### src/rtl/pwm_generator.sv
// Per-transducer PWM output stage with double-buffered edge settings.
// Settings move from pending to active only at a period boundary.
module pwm_generator #(
   parameter int WIDTH = 13
) (
   input  logic             CLK,
   input  logic             RST_N,
   input  logic             SYNC,
   input  logic             UPDATE,
   input  logic [WIDTH-1:0] CYCLE,
   input  logic [WIDTH-1:0] LEFT,
   input  logic [WIDTH-1:0] RIGHT,
   input  logic             OVER,
   output logic             PWM_OUT,
   output logic             PERIOD_START,
   output logic             PENDING
);

   logic [WIDTH-1:0] r_cnt;
   logic [WIDTH-1:0] r_cyc;
   logic [WIDTH-1:0] r_left;
   logic [WIDTH-1:0] r_right;
   logic             r_over;
   logic [WIDTH-1:0] r_p_cyc;
   logic [WIDTH-1:0] r_p_left;
   logic [WIDTH-1:0] r_p_right;
   logic             r_p_over;
   logic             r_pending;
   logic             r_pwm;
   logic             r_ps;

   logic w_en;
   logic w_last;
   logic w_bound;
   logic w_ge_left;
   logic w_lt_right;
   logic w_hi;

   assign w_en       = (r_cyc >= WIDTH'(2));
   assign w_last     = w_en && (r_cnt == (r_cyc - WIDTH'(1)));
   assign w_bound    = SYNC || !w_en || w_last;
   assign w_ge_left  = (r_cnt >= r_left);
   assign w_lt_right = (r_cnt < r_right);
   assign w_hi       = r_over ? (w_ge_left || w_lt_right)
                              : (w_ge_left && w_lt_right);

   // Period counter: restarts on sync, wrap, or while disabled.
   always_ff @(posedge CLK or negedge RST_N) begin
      if (!RST_N) begin
         r_cnt <= '0;
      end else if (w_bound) begin
         r_cnt <= '0;
      end else begin
         r_cnt <= r_cnt + WIDTH'(1);
      end
   end

   // Settings: boundary loads active (update bypasses pending), else buffer.
   always_ff @(posedge CLK or negedge RST_N) begin
      if (!RST_N) begin
         r_cyc     <= '0;
         r_left    <= '0;
         r_right   <= '0;
         r_over    <= 1'b0;
         r_p_cyc   <= '0;
         r_p_left  <= '0;
         r_p_right <= '0;
         r_p_over  <= 1'b0;
         r_pending <= 1'b0;
      end else if (w_bound) begin
         if (UPDATE) begin
            r_cyc   <= CYCLE;
            r_left  <= LEFT;
            r_right <= RIGHT;
            r_over  <= OVER;
         end else if (r_pending) begin
            r_cyc   <= r_p_cyc;
            r_left  <= r_p_left;
            r_right <= r_p_right;
            r_over  <= r_p_over;
         end
         r_pending <= 1'b0;
      end else if (UPDATE) begin
         r_p_cyc   <= CYCLE;
         r_p_left  <= LEFT;
         r_p_right <= RIGHT;
         r_p_over  <= OVER;
         r_pending <= 1'b1;
      end
   end

   // Registered compare and period marker, one clock behind the counter.
   always_ff @(posedge CLK or negedge RST_N) begin
      if (!RST_N) begin
         r_pwm <= 1'b0;
         r_ps  <= 1'b0;
      end else begin
         r_pwm <= w_en && w_hi;
         r_ps  <= w_en && (r_cnt == '0);
      end
   end

   assign PWM_OUT      = r_pwm;
   assign PERIOD_START = r_ps;
   assign PENDING      = r_pending;

endmodule

### config.mk
export PLATFORM = sky130hd
export DESIGN_NAME = pwm_generator
export DESIGN_NICKNAME = d
export VERILOG_FILES = /design/src/rtl/pwm_generator.sv
export SDC_FILE = /design/constraint.sdc
export NUM_CORES = 1
export LEC_CHECK = 0
export CORE_ASPECT_RATIO = 2
export CORE_MARGIN = 3
export CORE_UTILIZATION = 43
export CTS_BUF_LIST = sky130_fd_sc_hd__clkbuf_4 sky130_fd_sc_hd__clkbuf_8
export DETAILED_ROUTE_END_ITERATION = 6
export DONT_BUFFER_PORTS = 1
export PLACE_DENSITY = 0.66
export SLEW_MARGIN = 30
export SYNTH_ARGS = -nofsm -noshare
export SYNTH_HDL_FRONTEND = slang
export SYNTH_SLANG_ARGS = --single-unit
### constraint.sdc
create_clock -name CLK -period 4.7 [get_ports CLK]
set_clock_uncertainty 0.05 [all_clocks]
set_input_delay 0.94 -clock CLK [delete_from_list [all_inputs] [get_ports CLK]]
set_output_delay 0.94 -clock CLK [all_outputs]
set_load 0.05 [all_outputs]
==> flow_summary.json <==
{
  "dp_hpwl_mm": 11.5,
  "cts_buffers": 9,
  "postCtsHoldBufs": 0,
  "ioPinCount": 47,
  "start_kind": "flop",
  "final_cell_mix": "165 x nand2_1, 107 x nor2_1, 96 x dfrtp_1",
  "post-route-min-period_ps": 3800,
  "dieArea_sq_mm": 0.0169,
  "r2r_start": "r_cyc[0]",
  "slowest_stage": "or3_2",
  "synth_fp_nets": 897,
  "via_per_inst": 5.94,
  "slew_viol_final": 0,
  "grt-ovfl-total": 0,
  "grt_max_degree": 97,
  "seq_area_frac_synth_pct": 36.4,
  "finalCritPeriodShare_pct": 80.9,
  "dr.pass1.iters": 5,
  "cp_cell_sequence": "or4_1, or3_1, or4b_1, o211a_1, or3_2, buf_4, nor3_1, nor4_1",
  "critPathRequiredTime_ps": 4940,
  "critical_path_buf_inv_count": 1,
  "layout_commonest_cell": "nand2_1",
  "cts_resized": 0,
  "ctsLongestPathBuffers": 2,
  "syn_to_final_growth_pct": 4.63,
  "nets": 852,
  "cellPowerDensity_mw_per_mm2": 398,
  "rows": 63,
  "drc": 0,
  "syn_area_sq_mm": 0.00659,
  "start_util_pct": 44.2,
  "htree_levels": 3,
  "io_buffers": 0,
  "critPathKind": "reg -> reg",
  "grt_pass1_wl_mm": 29.9,
  "tns_ps": 0,
  "reg2regPathDepth": 8,
  "synth-edff-count": 0,
  "syn_area_per_cell_sq_um": 8.00,
  "drive_gt1_share_pct": 6.25,
  "post_cts.repair.setup_buffers": 0,
  "p_leak_nw": 3.06,
  "ant_nets": 0,
  "grt_pass1_vias": 5986,
  "clock_sinks": 96,
  "crit_fanout": 24,
  "worst_skew_pair.late_latency_ps": 390,
  "reg2reg_slack_ps": 900,
  "synth-seq-cells": 96,
  "place_ws_ps": 934,
  "relSlewSlack_pct": 40.9,
  "antenna_found_initial": 0,
  "holdCritPathClass": "in -> async",
  "fin_ws_ps": 898,
  "clockRootBuffer": "clkbuf_8",
  "cp_top_family": "simple AND/OR/NAND/NOR gates",
  "cts.clk_slew.worst_paths_ps": 110,
  "tightest_slew_ps": 887,
  "r2r_end": "r_cyc[9]",
  "ys.flop_type": "dfrtp_1",
  "yosysWarnings": 0,
  "num_vias": 5811,
  "rsz0062_at_grt": "no",
  "hold_violations": 0,
  "maxCapViolCount": 0,
  "wl_per_cell_um": 17.9,
  "arrival_ps": 4040,
  "setup_viol": 0,
  "core-area_sq_mm": 0.0149,
  "drt_iter0_drc": 376,
  "grt_use_total_pct": 21.8,
  "async_reset_ff_share_pct": 100,
  "synth.distinct_cells": 52,
  "cp-end-kind": "flop",
  "totalWireLength_mm": 17.5,
  "outcome": "finished clean",
  "die_w_um": 93.5,
  "diodes": 0,
  "netlist_instances": 824,
  "cpPeakStageDelay_ps": 710,
  "place.gp.congestion": 0.936,
  "die_y_um": 181,
  "fmax_ghz": 0.263,
  "cts_tree": "done",
  "ir_worst_vdd_mv": 0.259
}
[report_power, final]
| part | internal [mW] | switching [mW] | total, mW |
|---|---|---|---|
| combinational | 0.351 | 0.546 | 0.897 |
| sequential | 0.993 | 0.216 | 1.21 |
| clock | 0.317 | 0.323 | 0.641 |
| total | 1.66 | 1.09 | 2.75 |
[cell type report]
cell class / instances / area [sq um]
clock buffer: 10 / 138
clock inverter: 6 / 90.1
fill: 1475 / 8000
inverter: 32 / 120
multi-input combinational: 630 / 3800
sequential: 96 / 2400
tap: 195 / 244
timing repair buffer: 10 / 100
[sequential cells by signal, summed over array words and instances, names as in the netlist]
| signal | flops |
|---|---|
| PWM_OUT | 1 |
| PENDING | 1 |
| r_p_right | 13 |
| r_p_over | 1 |
| r_p_cyc | 13 |
| r_right | 13 |
| r_p_left | 13 |
| r_cnt | 13 |
| r_over | 1 |
| r_left | 13 |
| PERIOD_START | 1 |
| r_cyc | 13 |
[metrics by stage]
| step | power (mW) | utilization (%) | hold slack (ps) | area, sq um | cells |
|---|---|---|---|---|---|
| floorplan | 1.89 | - | 427 | 6590 | 824 |
| global route | 2.94 | 46.3 | 158 | 6900 | 979 |
| finish | 2.75 | 46.3 | 183 | 6900 | 979 |
| global placement | 2.10 | 44.8 | 441 | 6670 | 963 |
| detailed placement | 2.12 | 44.8 | 449 | 6670 | 963 |
| CTS | 2.76 | 46.3 | 166 | 6900 | 979 |
[per-layer routing]
layer | track usage (%) | part of all wire, % | vias to the layer above | wire length [um]
met1 | 25.6 | 40 | 2811 | 7000
met3 | 3.17 | 4.5 | 38 | 783
met2 | 38.2 | 52 | 171 | 9080
met4 | 10.2 | 3.8 | 0 | 658
li1 | - | - | 2791 | -
met5 | 0 | 0 | - | 0
[cell usage after synthesis, drive strengths merged, types with 2 or more instances]
| cell type | number | area share, % |
|---|---|---|
| and3 | 6 | 0.57 |
| or2 | 4 | 0.38 |
| nand4 | 6 | 0.57 |
| a211oi | 2 | 0.23 |
| o211ai | 2 | 0.23 |
| o31ai | 3 | 0.34 |
| xor2 | 15 | 2.0 |
| a21oi | 12 | 0.91 |
| or4 | 2 | 0.23 |
| o221ai | 39 | 6.1 |
| a21o | 9 | 1.0 |
| dfrtp | 96 | 36 |
| xnor2 | 11 | 1.5 |
| inv | 32 | 1.8 |
| and2 | 2 | 0.19 |
| buf | 22 | 2.1 |
| o21ai | 6 | 0.63 |
| nand3 | 8 | 0.61 |
| ha | 29 | 5.5 |
| nor3 | 85 | 6.5 |
| nor2b | 5 | 0.47 |
| mux2i | 40 | 6.1 |
| nor4 | 46 | 4.5 |
| clkbuf | 44 | 2.5 |
| nand2b | 4 | 0.38 |
| nor2 | 108 | 6.2 |
| nand2 | 165 | 9.4 |
| or3 | 4 | 0.38 |
| nor4b | 2 | 0.27 |
[worst max path at each step]
stage,from,to,cells past startpoint,slack [ps]
after floorplan,r_cyc[3],r_cyc[0],11,1500
after global placement,r_cyc[0],r_cyc[6],8,1000
after detailed placement,r_cyc[0],r_cyc[9],8,930
after CTS,r_cyc[3],r_cyc[7],8,930
after global routing,r_cyc[0],r_cyc[11],10,750
final,r_cyc[0],r_cyc[9],8,900
[cells by family (layout without fill, tap and decap cells)]
group,after synthesis,after routing,synth area share (%)
DFF,96,96,36.4
and+or+nand+nor,450,450,31.0
xor gates and xnor gates,26,26,3.45
buffers and inverters,98,58,6.47
adders and majority gates,30,30,5.66
muxes,40,40,6.07
AOI/OAI and AO/OA,84,84,10.9
(Power assumes the default switching activity.)
